<file path="src/rtl/mem_arb_pkg.sv">
// Shared encodings for the two-port memory arbiter: FSM states, owner ids, fetch access size.
// Latency: n/a (types and constants only).
// Backpressure: n/a.
package mem_arb_pkg;

    typedef enum logic [1:0] {
        ARB_IDLE  = 2'd0,
        ARB_SERVE = 2'd1,
        ARB_DONE  = 2'd2
    } arb_state_t;

    typedef enum logic {
        OWN_I = 1'b0,
        OWN_D = 1'b1
    } owner_t;

    // Instruction fetches are always full-word reads.
    localparam logic [2:0] FUNCT3_WORD = 3'b010;

endpackage

</file>
<file path="src/rtl/mem_arb_pick.sv">
// Combinational winner select between fetch and data requests (MEM_ARB_RR_EN: round-robin).
// Latency: zero, pure combinational.
// Backpressure: none here; the loser is stalled by the parent's busywait.
module mem_arb_pick
    import mem_arb_pkg::*;
(
`ifdef MEM_ARB_RR_EN
    input  owner_t last_grant,
`endif
    input  logic   i_req,
    input  logic   d_req,
    output owner_t grant
);

`ifdef MEM_ARB_RR_EN
    // On contention favour the port that did not win last time; otherwise the lone requester.
    always_comb begin
        grant = OWN_D;
        if (i_req && d_req) begin
            grant = (last_grant == OWN_I) ? OWN_D : OWN_I;
        end else if (i_req) begin
            grant = OWN_I;
        end
    end
`else
    // Fixed priority: data path wins; fetch only wins when it asks alone.
    always_comb begin
        grant = (i_req && !d_req) ? OWN_I : OWN_D;
    end
`endif

endmodule

</file>
<file path="src/rtl/mem_arbiter.sv">
// Shares one data memory between fetch and load/store ports; optional MEM_ARB_RR_EN round-robin.
// Latency: grant 1 cycle after request, >=2 SERVE cycles, 1 DONE cycle (data visible in DONE).
// Backpressure: requester busywait held high until its DONE cycle; watchdog aborts after TIMEOUT.
module mem_arbiter
    import mem_arb_pkg::*;
#(
    parameter int ADDR_W  = 32,
    parameter int DATA_W  = 32,
    parameter int TIMEOUT = 255
) (
    input  logic              CLK,
    input  logic              RESET,
    input  logic              I_READ,
    input  logic [ADDR_W-1:0] I_ADDRESS,
    output logic [DATA_W-1:0] I_READDATA,
    output logic              I_BUSYWAIT,
    input  logic              D_READ,
    input  logic              D_WRITE,
    input  logic [2:0]        D_FUNCT3,
    input  logic [ADDR_W-1:0] D_ADDRESS,
    input  logic [DATA_W-1:0] D_WRITEDATA,
    output logic [DATA_W-1:0] D_READDATA,
    output logic              D_BUSYWAIT,
    output logic              MEM_READ,
    output logic              MEM_WRITE,
    output logic [2:0]        MEM_FUNCT3,
    output logic [ADDR_W-1:0] MEM_ADDRESS,
    output logic [DATA_W-1:0] MEM_WRITEDATA,
    input  logic [DATA_W-1:0] MEM_READDATA,
    input  logic              MEM_BUSYWAIT,
    output logic              ERR
);

    // Last counter value still allowed to wait; the edge leaving it aborts.
    localparam logic [7:0] TO_LAST = 8'(TIMEOUT - 1);

    arb_state_t state, state_nxt;
    owner_t     owner, grant;
    logic [7:0] cnt;
    logic       i_req, d_req;
    logic       do_grant, do_complete, do_abort;

    // Read and write together is malformed and treated as no request at all.
    assign i_req = I_READ;
    assign d_req = D_READ ^ D_WRITE;

`ifdef MEM_ARB_RR_EN
    owner_t last_grant;

    // Remember who won most recently so contention alternates.
    always_ff @(posedge CLK or posedge RESET) begin
        if (RESET) begin
            last_grant <= OWN_I;
        end else if (do_grant) begin
            last_grant <= grant;
        end
    end

    mem_arb_pick u_pick (
        .last_grant (last_grant),
        .i_req      (i_req),
        .d_req      (d_req),
        .grant      (grant)
    );
`else
    mem_arb_pick u_pick (
        .i_req (i_req),
        .d_req (d_req),
        .grant (grant)
    );
`endif

    // State register.
    always_ff @(posedge CLK or posedge RESET) begin
        if (RESET) begin
            state <= ARB_IDLE;
        end else begin
            state <= state_nxt;
        end
    end

    // Next-state: IDLE -> SERVE on any request, SERVE -> DONE on completion or abort, DONE -> IDLE.
    always_comb begin
        state_nxt = state;
        unique case (state)
            ARB_IDLE:  if (i_req || d_req) state_nxt = ARB_SERVE;
            ARB_SERVE: if (do_complete || do_abort) state_nxt = ARB_DONE;
            ARB_DONE:  state_nxt = ARB_IDLE;
            default:   state_nxt = ARB_IDLE;
        endcase
    end

    // Control decodes; completion needs one full wait cycle so the memory sees a settled strobe.
    always_comb begin
        do_grant    = 1'b0;
        do_complete = 1'b0;
        do_abort    = 1'b0;
        unique case (state)
            ARB_IDLE:  do_grant = i_req || d_req;
            ARB_SERVE: begin
                if (cnt != 8'd0 && !MEM_BUSYWAIT) begin
                    do_complete = 1'b1;
                end else if (cnt == TO_LAST) begin
                    do_abort = 1'b1;
                end
            end
            default: ;
        endcase
    end

    // Busywait releases only for the owner during its DONE cycle.
    assign I_BUSYWAIT = i_req && !(state == ARB_DONE && owner == OWN_I);
    assign D_BUSYWAIT = d_req && !(state == ARB_DONE && owner == OWN_D);

    // Memory-side request registers, owner and watchdog counter.
    always_ff @(posedge CLK or posedge RESET) begin
        if (RESET) begin
            owner         <= OWN_I;
            cnt           <= 8'd0;
            MEM_READ      <= 1'b0;
            MEM_WRITE     <= 1'b0;
            MEM_FUNCT3    <= 3'b000;
            MEM_ADDRESS   <= '0;
            MEM_WRITEDATA <= '0;
        end else if (do_grant) begin
            owner <= grant;
            cnt   <= 8'd0;
            if (grant == OWN_D) begin
                MEM_READ      <= D_READ;
                MEM_WRITE     <= D_WRITE;
                MEM_FUNCT3    <= D_FUNCT3;
                MEM_ADDRESS   <= D_ADDRESS;
                MEM_WRITEDATA <= D_WRITEDATA;
            end else begin
                MEM_READ      <= 1'b1;
                MEM_WRITE     <= 1'b0;
                MEM_FUNCT3    <= FUNCT3_WORD;
                MEM_ADDRESS   <= I_ADDRESS;
                MEM_WRITEDATA <= '0;
            end
        end else if (state == ARB_SERVE) begin
            if (do_complete || do_abort) begin
                MEM_READ  <= 1'b0;
                MEM_WRITE <= 1'b0;
            end else begin
                cnt <= cnt + 8'd1;
            end
        end
    end

    // Return data to the owner only; abort returns zero and latches the sticky error.
    always_ff @(posedge CLK or posedge RESET) begin
        if (RESET) begin
            I_READDATA <= '0;
            D_READDATA <= '0;
            ERR        <= 1'b0;
        end else if (do_complete && MEM_READ) begin
            if (owner == OWN_I) I_READDATA <= MEM_READDATA;
            else                D_READDATA <= MEM_READDATA;
        end else if (do_abort) begin
            ERR <= 1'b1;
            if (owner == OWN_I) I_READDATA <= '0;
            else                D_READDATA <= '0;
        end
    end

endmodule

</file>
<file path="config.mk">
export PLATFORM = sky130hd
export DESIGN_NAME = mem_arbiter
export DESIGN_NICKNAME = d
export VERILOG_FILES = /design/src/rtl/mem_arb_pkg.sv /design/src/rtl/mem_arb_pick.sv /design/src/rtl/mem_arbiter.sv
export SDC_FILE = /design/constraint.sdc
export NUM_CORES = 1
export LEC_CHECK = 0
export BUFFER_PORTS_ARGS = -buffer_cell sky130_fd_sc_hd__clkbuf_2
export CAP_MARGIN = 20
export CORE_MARGIN = 2
export CORE_UTILIZATION = 48
export DETAILED_ROUTE_END_ITERATION = 8
export GPL_TIMING_DRIVEN = 0
export HOLD_SLACK_MARGIN = 0.08
export PLACE_DENSITY_LB_ADDON = 0.05
export SLEW_MARGIN = 10
export SYNTH_ARGS = -nofsm -noshare
export SYNTH_HDL_FRONTEND = slang
export SYNTH_SLANG_ARGS = --single-unit
</file>
<file path="constraint.sdc">
create_clock -name CLK -period 5.7 [get_ports CLK]
set_input_delay 0.57 -clock CLK [delete_from_list [all_inputs] [get_ports CLK]]
set_output_delay 0.57 -clock CLK [all_outputs]
set_load 0.01 [all_outputs]
</file>
==> results.toml, run 1 <==
[synth]
synth_cell_types = 47
yosysMostFrequentCell = "dfrtp_1"
yosysWarnings = 0
synth_top_area_share_pct = 57.9
synth_common_cells = "dfrtp_1, o21ai_0, inv_1"
synth_edf_count = 0
synthCells = 585
synth_area_leaders = "dfrtp_1, a22oi_1, o21ai_0"
syn_nets = 725
synth_area_leader_cell = "dfrtp_1"
ys.flop_type = "dfrtp_1"
syn_area_per_cell_um2 = 10.7
synthArstFlopShare_pct = 100
seq_area_frac_synth_pct = 57.9
ys_ff_latch = 145
syn_area_um2 = 6270

[finish]
area_growth_pct = 34.2
final_nets = 1017
antenna_cells = 0
drive_gt1_share_pct = 36.5
instances_no_fill = 1058

[grt]
antenna_found_initial = 0
first_global_vias = 5650
overflow = 0
grt_start_max_net_pins = 80
grt_usage_pct = 25.7
grt_pass1_wl_um = 28400

[worst_setup_path]
critPathMaxFanout = 10
end_kind = "output port"
critPathKind = "flip-flop to output port"
r2r-start = "cnt[0]$_DFFE_PP0P_"
cp-start-kind = "flip-flop"
r2r_setup_slack_ns = 3.32
r2r-end = "I_READDATA[19]$_DFFE_PP0P_"
cp.required_ns = 5.13
r2r_cells = 7
worstPathArrival_ns = 2.09

[pwr]
p_int_mw = 2.91
ir_drop_mv = 0.262
total_power_mw = 4.71
power.density_nw_per_um2 = 560
p_sw_mw = 1.80
p_sw_share_pct = 38.3
p_clk_share_pct = 21.6
p_comb_share_pct = 40.8
p_leak_nw = 4.60
pwr-share-seq_pct = 37.6

[timing]
hold_viol_final = 0
max_clock_freq_mhz = 376
totalNegativeSetupSlack_ns = 0
period_minus_slack_ns = 2.66
fin_ws_ns = 3.04
slew_headroom_pct = 32.3
slew_viol_final = 0
rsz0062_at_grt = "no"
fin_crit_sh_pct = 46.7
setup_viol = 0
clock_skew_ns = 0.00504
worst_pin_slew_ns = 0.991

[place]
place_ws_ns = 3.31
placedCellCount = 1030
gp_congestion = 0.779
dp_hpwl_um = 12900
port_buffers = 272

[clock_network]
cts_hold_buffers = 0
clk_pin_slew_worst_paths_ns = 0.06
clock_latency_ns = 0.42
postCtsSetupBuffers = 0
htree_levels = 4
clockBufferDepth = 2
cts_buffers = 17
cts_resized = 0
cts_sinks = 145
root_buffer = "clkbuf_16"
tritoncts = "yes"

[die]
io_pins = 273
dieArea_um2 = 14000
die_height_um = 118
core_area_um2 = 12700
die_w_um = 118
row_count = 41
initial_utilization_pct = 49.5

[job]
maxCapViolations = 0

[worst_hold_path]
holdCritPathClass = "input pin to async pin"

[routing]
avgViaCountPerCell = 5.28
route.vias.total = 5585
wl_per_cell_um = 16.4
postRouteAntennaNets = 0
first_iter_violations = 252
drc = 0
drtPass1Iterations = 5
routed_wl_um = 17400

[outcome]
status = "complete, no violations"
-- critical path: stages, from the launching register on --
cell      delay (ns)
dfrtp_1         0.32
buf_2           0.22
clkinv_1        0.31
clkbuf_1        0.36
o31a_1          0.31
clkbuf_2        0.14
-- flip-flops by register name, summed over array words and instances (netlist names) --
register       cells
MEM_READ           1
owner              1
MEM_FUNCT3         3
cnt                8
MEM_ADDRESS       32
state              2
MEM_WRITEDATA     32
I_READDATA        32
ERR                1
D_READDATA        32
MEM_WRITE          1
-- layout make-up --
type / instances / area [um2]
tap: 172 / 215
timing repair buffer: 273 / 1390
multi-input combinational: 332 / 2210
inverter: 72 / 275
buffer: 36 / 156
clock buffer: 22 / 474
fill: 1049 / 4260
sequential: 145 / 3630
clock inverter: 6 / 60.1
-- layer usage --
| layer | track usage (%) | routed length, um | up-vias |
|---|---|---|---|
| li1 | - | - | 2650 |
| met1 | 32.1 | 7080 | 2721 |
| met2 | 42.6 | 8690 | 185 |
| met3 | 7.58 | 1230 | 29 |
| met4 | 9.34 | 352 | 0 |
| met5 | 0 | 0 | - |
-- cells by family after synthesis --
| kind of cell | Yosys count | synth area share [%] |
|---|---|---|
| buffers and inverters | 108 | 6.81 |
| adder cells (fa/ha/maj) | 3 | 0.599 |
| AND/OR/NAND/NOR | 72 | 5.59 |
| flip-flops | 145 | 57.9 |
| multiplexers | 34 | 5.43 |
| XOR/XNOR | 3 | 0.419 |
| AO/OA/AOI/OAI | 220 | 23.2 |
-- how the worst max path moves through the flow --
stage / endpoint / from / slack (ns) / cells after the start
floorplan: D_READDATA[0]$_DFFE_PP0P_ / RESET / 1.24 / 1
global placement: D_READDATA[23]$_DFFE_PP0P_ / RESET / -0.26 / 2
detailed placement: cnt[6]$_DFFE_PP0P_ / D_READ / 3.31 / 7
CTS: D_BUSYWAIT / owner$_DFFE_PP0P_ / 3.04 / 5
global route: D_BUSYWAIT / owner$_DFFE_PP0P_ / 2.92 / 5
finish: D_BUSYWAIT / owner$_DFFE_PP0P_ / 3.04 / 5
-- cell usage in the layout, fill, tap and decap left out, drive strengths merged, types with 4 or more instances in the layout --
master,n
mux2i,34
clkinv,4
nor3,5
a22oi,61
clkbuf,313
buf,18
inv,71
nand3,5
o21ai,101
nand2,46
a22o,34
a21oi,5
dfrtp,145
-- through the flow --
stage	hold WS [ns]	util, %	cell area (um2)
after floorplan	0.513	-	6270
final	0.240	66.4	8410
after global routing	0.288	66.4	8410
after detailed placement	0.470	62.2	7880
after global placement	0.460	61.9	7840
after CTS	0.264	66.4	8410
-- power groups by stage --
stage	registers, mW	clock network, mW	logic, mW
after floorplan	1.94	0	0.963
after detailed placement	1.77	0	1.94
after global placement	1.76	0	1.88
after CTS	1.77	1.04	1.95
after global routing	1.83	1.09	2.13
final	1.77	1.02	1.92
Power figures use the tool's default switching activity.
==> run 2: changes to the inputs <==
- CORE_UTILIZATION: 48 -> 43
- clock period: 5.7 -> 2.2 ns (I/O delays scaled with it)
==> results.toml, run 2 (same netlist as run 1, synthesis figures left out) <==
[pwr]
p_sw_mw = 4.82
power.density_nw_per_um2 = 1380
total_power_mw = 12.8
p_comb_share_pct = 40.4
p_int_mw = 8.02
p_leak_nw = 4.98
ir_drop_mv = 0.665
pwr-share-seq_pct = 35.8
p_sw_share_pct = 37.5
p_clk_share_pct = 23.8

[worst_hold_path]
holdCritPathClass = "input pin to flip-flop"

[finish]
fillers = 1216
design_area_um2 = 9300
antenna_cells = 0
instances_no_fill = 1147
final_nets = 1090
layout_commonest_cell = "clkbuf_2"
mostFrequentLayoutCells = "clkbuf_2, dfrtp_1, o21ai_0, inv_1, dlygate4sd3_1"
drive_gt1_share_pct = 35.2
area_growth_pct = 48.4

[worst_setup_path]
cp-start-kind = "flip-flop"
max_stage_delay_ns = 0.40
critPathKind = "flip-flop to flip-flop"
slowest_stage = "dfrtp_1"
crit_family = "compound AO/OA/AOI/OAI gates"
critPathMaxFanout = 10
worstPathCellList = "inv_1, ha_1, nor4b_4, a21oi_2, o21ai_4, buf_2, o211ai_1"
r2r_setup_slack_ns = 0.11
cp.buffers_inverters = 2
cp.required_ns = 2.48
worstPathArrival_ns = 2.37
end_kind = "flip-flop"

[grt]
grt_usage_pct = 24.2
grt_pass1_wl_um = 30300
grt_start_max_net_pins = 40
first_global_vias = 6188
antenna_found_initial = 0
overflow = 0

[clock_network]
clock_latency_ns = 0.41
root_buffer = "clkbuf_16"
htree_levels = 4
tritoncts = "yes"
clk_pin_slew_worst_paths_ns = 0.06
cts_buffers = 17
cts_sinks = 145
clockBufferDepth = 2

[timing]
period_minus_slack_ns = 2.09
max_clock_freq_mhz = 479
slew_headroom_pct = 53.1
worst_pin_slew_ns = 0.699
clock_skew_ns = 0.00827
hold_viol_final = 0
fin_crit_sh_pct = 95.0
totalNegativeSetupSlack_ns = 0
hold_ws_ns = 0.102
slew_viol_final = 0
setup_viol = 0

[routing]
drtPass1Iterations = 5
routed_wl_um = 18600
route.vias.total = 5951
wl_per_cell_um = 16.2
first_iter_violations = 290
postRouteAntennaNets = 0
drc = 0
avgViaCountPerCell = 5.19

[die]
initial_utilization_pct = 43.6
die_w_um = 125
dieArea_um2 = 15600
core_area_um2 = 14400
row_count = 44
io_pins = 273
die_height_um = 125

[place]
placedCellCount = 1045
port_buffers = 272
dp_hpwl_um = 13200
gp_congestion = 0.831
placed_cell_area_um2 = 7940

[outcome]
status = "complete, no violations"

[job]
maxCapViolations = 0
run 2: changes by cell type in the layout (fill, tap and decap cells not counted), sizes merged:
cell	delta
clkinv	+2
dlygate4sd3	+67
buf	+5
bufinv	+3
inv	-1
o21ai	+1
run 2: layout make-up:
class                           count  area [um2]  share of cell area [%]
Inverter                           72         275                    2.96
Buffer                             36         164                    1.76
Tap cell                          184         230                    2.48
Timing Repair Buffer              345        2130                    22.9
Sequential cell                   145        3630                    39.0
Clock buffer                       22         474                    5.10
Multi-Input combinational cell    333        2240                    24.1
Clock inverter                     10         156                    1.68
run 2: layer usage:
metal  GRT usage, %  part of all wire [%]  up-vias
met3           6.23                   6.4       33
met1           30.0                    42     2895
met4           9.58                   2.4        0
li1               -                     -     2809
met5              0                     0        -
met2           40.4                    50      214
run 2: through the flow:
step	utilization (%)	setup slack, ns
global placement	54.7	-0.722
global route	64.7	-0.0145
detailed placement	55.3	-0.104
floorplan	-	0.161
CTS	64.4	0.0558
finish	64.7	0.110
run 2: timing repair:
action                                  CTS  global route
resized for setup                         4             9
buffers inserted                          0             2
hold buffers                             67             0
pin swaps                                 0             1
hold endpoints to repair                177             0
cloned                                    0             1
endpoints found under the setup margin   36            59
run 2: worst paths after layout:
path,start,endpoint,depth (start not counted)
min,D_WRITE,MEM_WRITE$_DFFE_PP0P_,3
max in group asynchronous,RESET,D_READDATA[24]$_DFFE_PP0P_,6
max,cnt[0]$_DFFE_PP0P_,I_READDATA[31]$_DFFE_PP0P_,7
min in group asynchronous,RESET,MEM_WRITEDATA[14]$_DFFE_PP0P_,3
min reg2reg,MEM_ADDRESS[11]$_DFFE_PP0P_,MEM_ADDRESS[11]$_DFFE_PP0P_,2
max reg2reg,cnt[0]$_DFFE_PP0P_,I_READDATA[31]$_DFFE_PP0P_,7
run 2: worst min-delay path, cell delays in order:
cell	delay, ns
clkbuf_2	0.13
nand2_1	0.05
o21ai_0	0.07
run 2: power by group through the flow:
| stage | logic, mW | registers [mW] | clock network [mW] |
|---|---|---|---|
| 6_report | 5.18 | 4.60 | 3.05 |
| 5_1_grt | 5.72 | 4.75 | 3.25 |
| 4_1_cts | 5.17 | 4.59 | 3.11 |
| 3_5_place_dp | 5.06 | 4.60 | 0 |
| 3_3_place_gp | 4.90 | 4.56 | 0 |
| 2_1_floorplan | 2.50 | 5.02 | 0 |
==> run 3: changes to the inputs <==
==> constraint.sdc (replaced) <==
create_clock -name CLK -period 2.2 [get_ports CLK]
set_input_delay 0.44 -clock CLK [delete_from_list [all_inputs] [get_ports CLK]]
set_output_delay 0.44 -clock CLK [all_outputs]
set_load 0.01 [all_outputs]
==> results.toml, run 3 (same netlist as run 1, synthesis figures left out) <==
[place]
port_buffers = 272
placedCellCount = 1045
gp_congestion = 0.831
dp_hpwl_um = 13200

[die]
io_pins = 273
core_area_um2 = 14400
row_count = 44
initial_utilization_pct = 43.6
dieArea_um2 = 15600
die_w_um = 125
die_height_um = 125

[timing]
max_clock_freq_mhz = 477
clock_skew_ns = 0.00524
fin_crit_sh_pct = 95.3
period_minus_slack_ns = 2.10
worst_pin_slew_ns = 0.661
hold_viol_final = 0
slew_viol_final = 0
hold_ws_ns = 0.242
setup_viol = 0
slew_headroom_pct = 55.7

[worst_setup_path]
cp-start-kind = "flip-flop"
r2r-end = "I_READDATA[31]$_DFFE_PP0P_"
r2r-start = "cnt[0]$_DFFE_PP0P_"
cp.buffers_inverters = 4
critPathKind = "flip-flop to output port"
max_stage_delay_ns = 0.33
r2r_setup_slack_ns = 0.11
end_kind = "output port"
cp.required_ns = 1.76
slowest_stage = "dfrtp_1"
critPathMaxFanout = 10
r2r_cells = 7
worstPathCellList = "buf_4, clkinv_4, clkbuf_4, o31a_1, clkbuf_2"
crit_family = "buffers and inverters"
worstPathArrival_ns = 1.66

[pwr]
ir_drop_mv = 0.573
p_leak_nw = 4.71
total_power_mw = 12.7
power.density_nw_per_um2 = 1470

[routing]
wl_met2_um = 8590
route.vias.total = 5662
wl_met1_um = 7390
drtPass1Iterations = 4
first_iter_violations = 250
dr_wl_met3_um = 1300
dr.max_layer_used = "met4"
routed_wl_um = 17600
drc = 0
wl_per_cell_um = 16.3
postRouteAntennaNets = 0
avgViaCountPerCell = 5.24

[clock_network]
clockBufferDepth = 2
cts_sinks = 145
clock_latency_ns = 0.41
cts_buffers = 17
root_buffer = "clkbuf_16"
tritoncts = "yes"
htree_levels = 4
clk_pin_slew_worst_paths_ns = 0.06

[grt]
first_global_vias = 5811
overflow = 0
grt_pass1_wl_um = 28700
grt_usage_pct = 22.9
antenna_found_initial = 0
grt_start_max_net_pins = 40

[worst_hold_path]
hp-start = "D_WRITEDATA[19]"
whs_endpoint = "MEM_WRITEDATA[19]$_DFFE_PP0P_"
holdCritPathClass = "input pin to flip-flop"
hold_depth = 2

[finish]
instances_no_fill = 1081
drive_gt1_share_pct = 37.9
antenna_cells = 0
area_growth_pct = 38.0
mostFrequentLayoutCells = "clkbuf_2, dfrtp_1, o21ai_0, inv_1, a22oi_1"
final_nets = 1024
fillers = 1281
layout_commonest_cell = "clkbuf_2"

[job]
maxCapViolations = 0

[outcome]
status = "complete, no violations"
==> run 3: cell types whose count changed in the layout (fill, tap and decap cells not counted), sizes merged <==
cell | previous run | this run
dlygate4sd3 | 67 | 1
==> run 3: per-layer routing <==
metal / up-vias / global-route usage, %
li1: 2671 / -
met1: 2783 / 29.1
met2: 188 / 37.2
met3: 20 / 6.83
met4: 0 / 8.66
met5: - / 0
==> run 3: stage by stage <==
stage                     area [um2]  util (%)  setup WS [ns]   TNS (ns)
after floorplan                 6270         -        -0.0590      -8.56
after global placement          7860      54.7         -0.942    -137.43
after detailed placement        7940      55.3         -0.117      -2.98
after CTS                       8600      59.9      -0.000259  -0.000259
after global routing            8650      60.2        -0.0145    -0.0226
final                           8650      60.2          0.102          0
==> run 3: worst max path at each step <==
stage,start,endpoint,slack [ns],cells past startpoint
after global routing,cnt[0]$_DFFE_PP0P_,D_READDATA[13]$_DFFE_PP0P_,-0.01,7
final,owner$_DFFE_PP0P_,D_BUSYWAIT,0.10,5
after detailed placement,D_READ,cnt[6]$_DFFE_PP0P_,-0.12,7
after CTS,owner$_DFFE_PP0P_,D_BUSYWAIT,-0.0003,5
after global placement,RESET,D_READDATA[25]$_DFFE_PP0P_,-0.94,2
after floorplan,RESET,D_READDATA[0]$_DFFE_PP0P_,-0.06,1
==> run 3: power breakdown <==
part	leakage (nW)	internal [mW]	total [mW]	switching, mW
clock network	0.310	1.98	3.05	1.06
logic	2.79	2.17	5.08	2.91
registers	1.61	3.80	4.60	0.792
==> run 3: area by class of cell <==
type | instances | area [um2] | share of cell area, %
Sequential cell | 145 | 3630 | 42.0
Multi-Input combinational cell | 333 | 2240 | 25.9
Timing Repair Buffer | 279 | 1470 | 17.0
Clock buffer | 22 | 474 | 5.48
Inverter | 72 | 279 | 3.23
Tap cell | 184 | 230 | 2.66
Buffer | 36 | 170 | 1.97
Clock inverter | 10 | 156 | 1.81
==> run 3: what timing repair did <==
action                                  CTS  global route
cloned                                    0             1
pin swaps                                 0             1
endpoints found under the hold margin     5             0
resized for setup                         7            11
endpoints found under the setup margin   36            58
hold buffers                              1             0
buffers inserted                          0             2
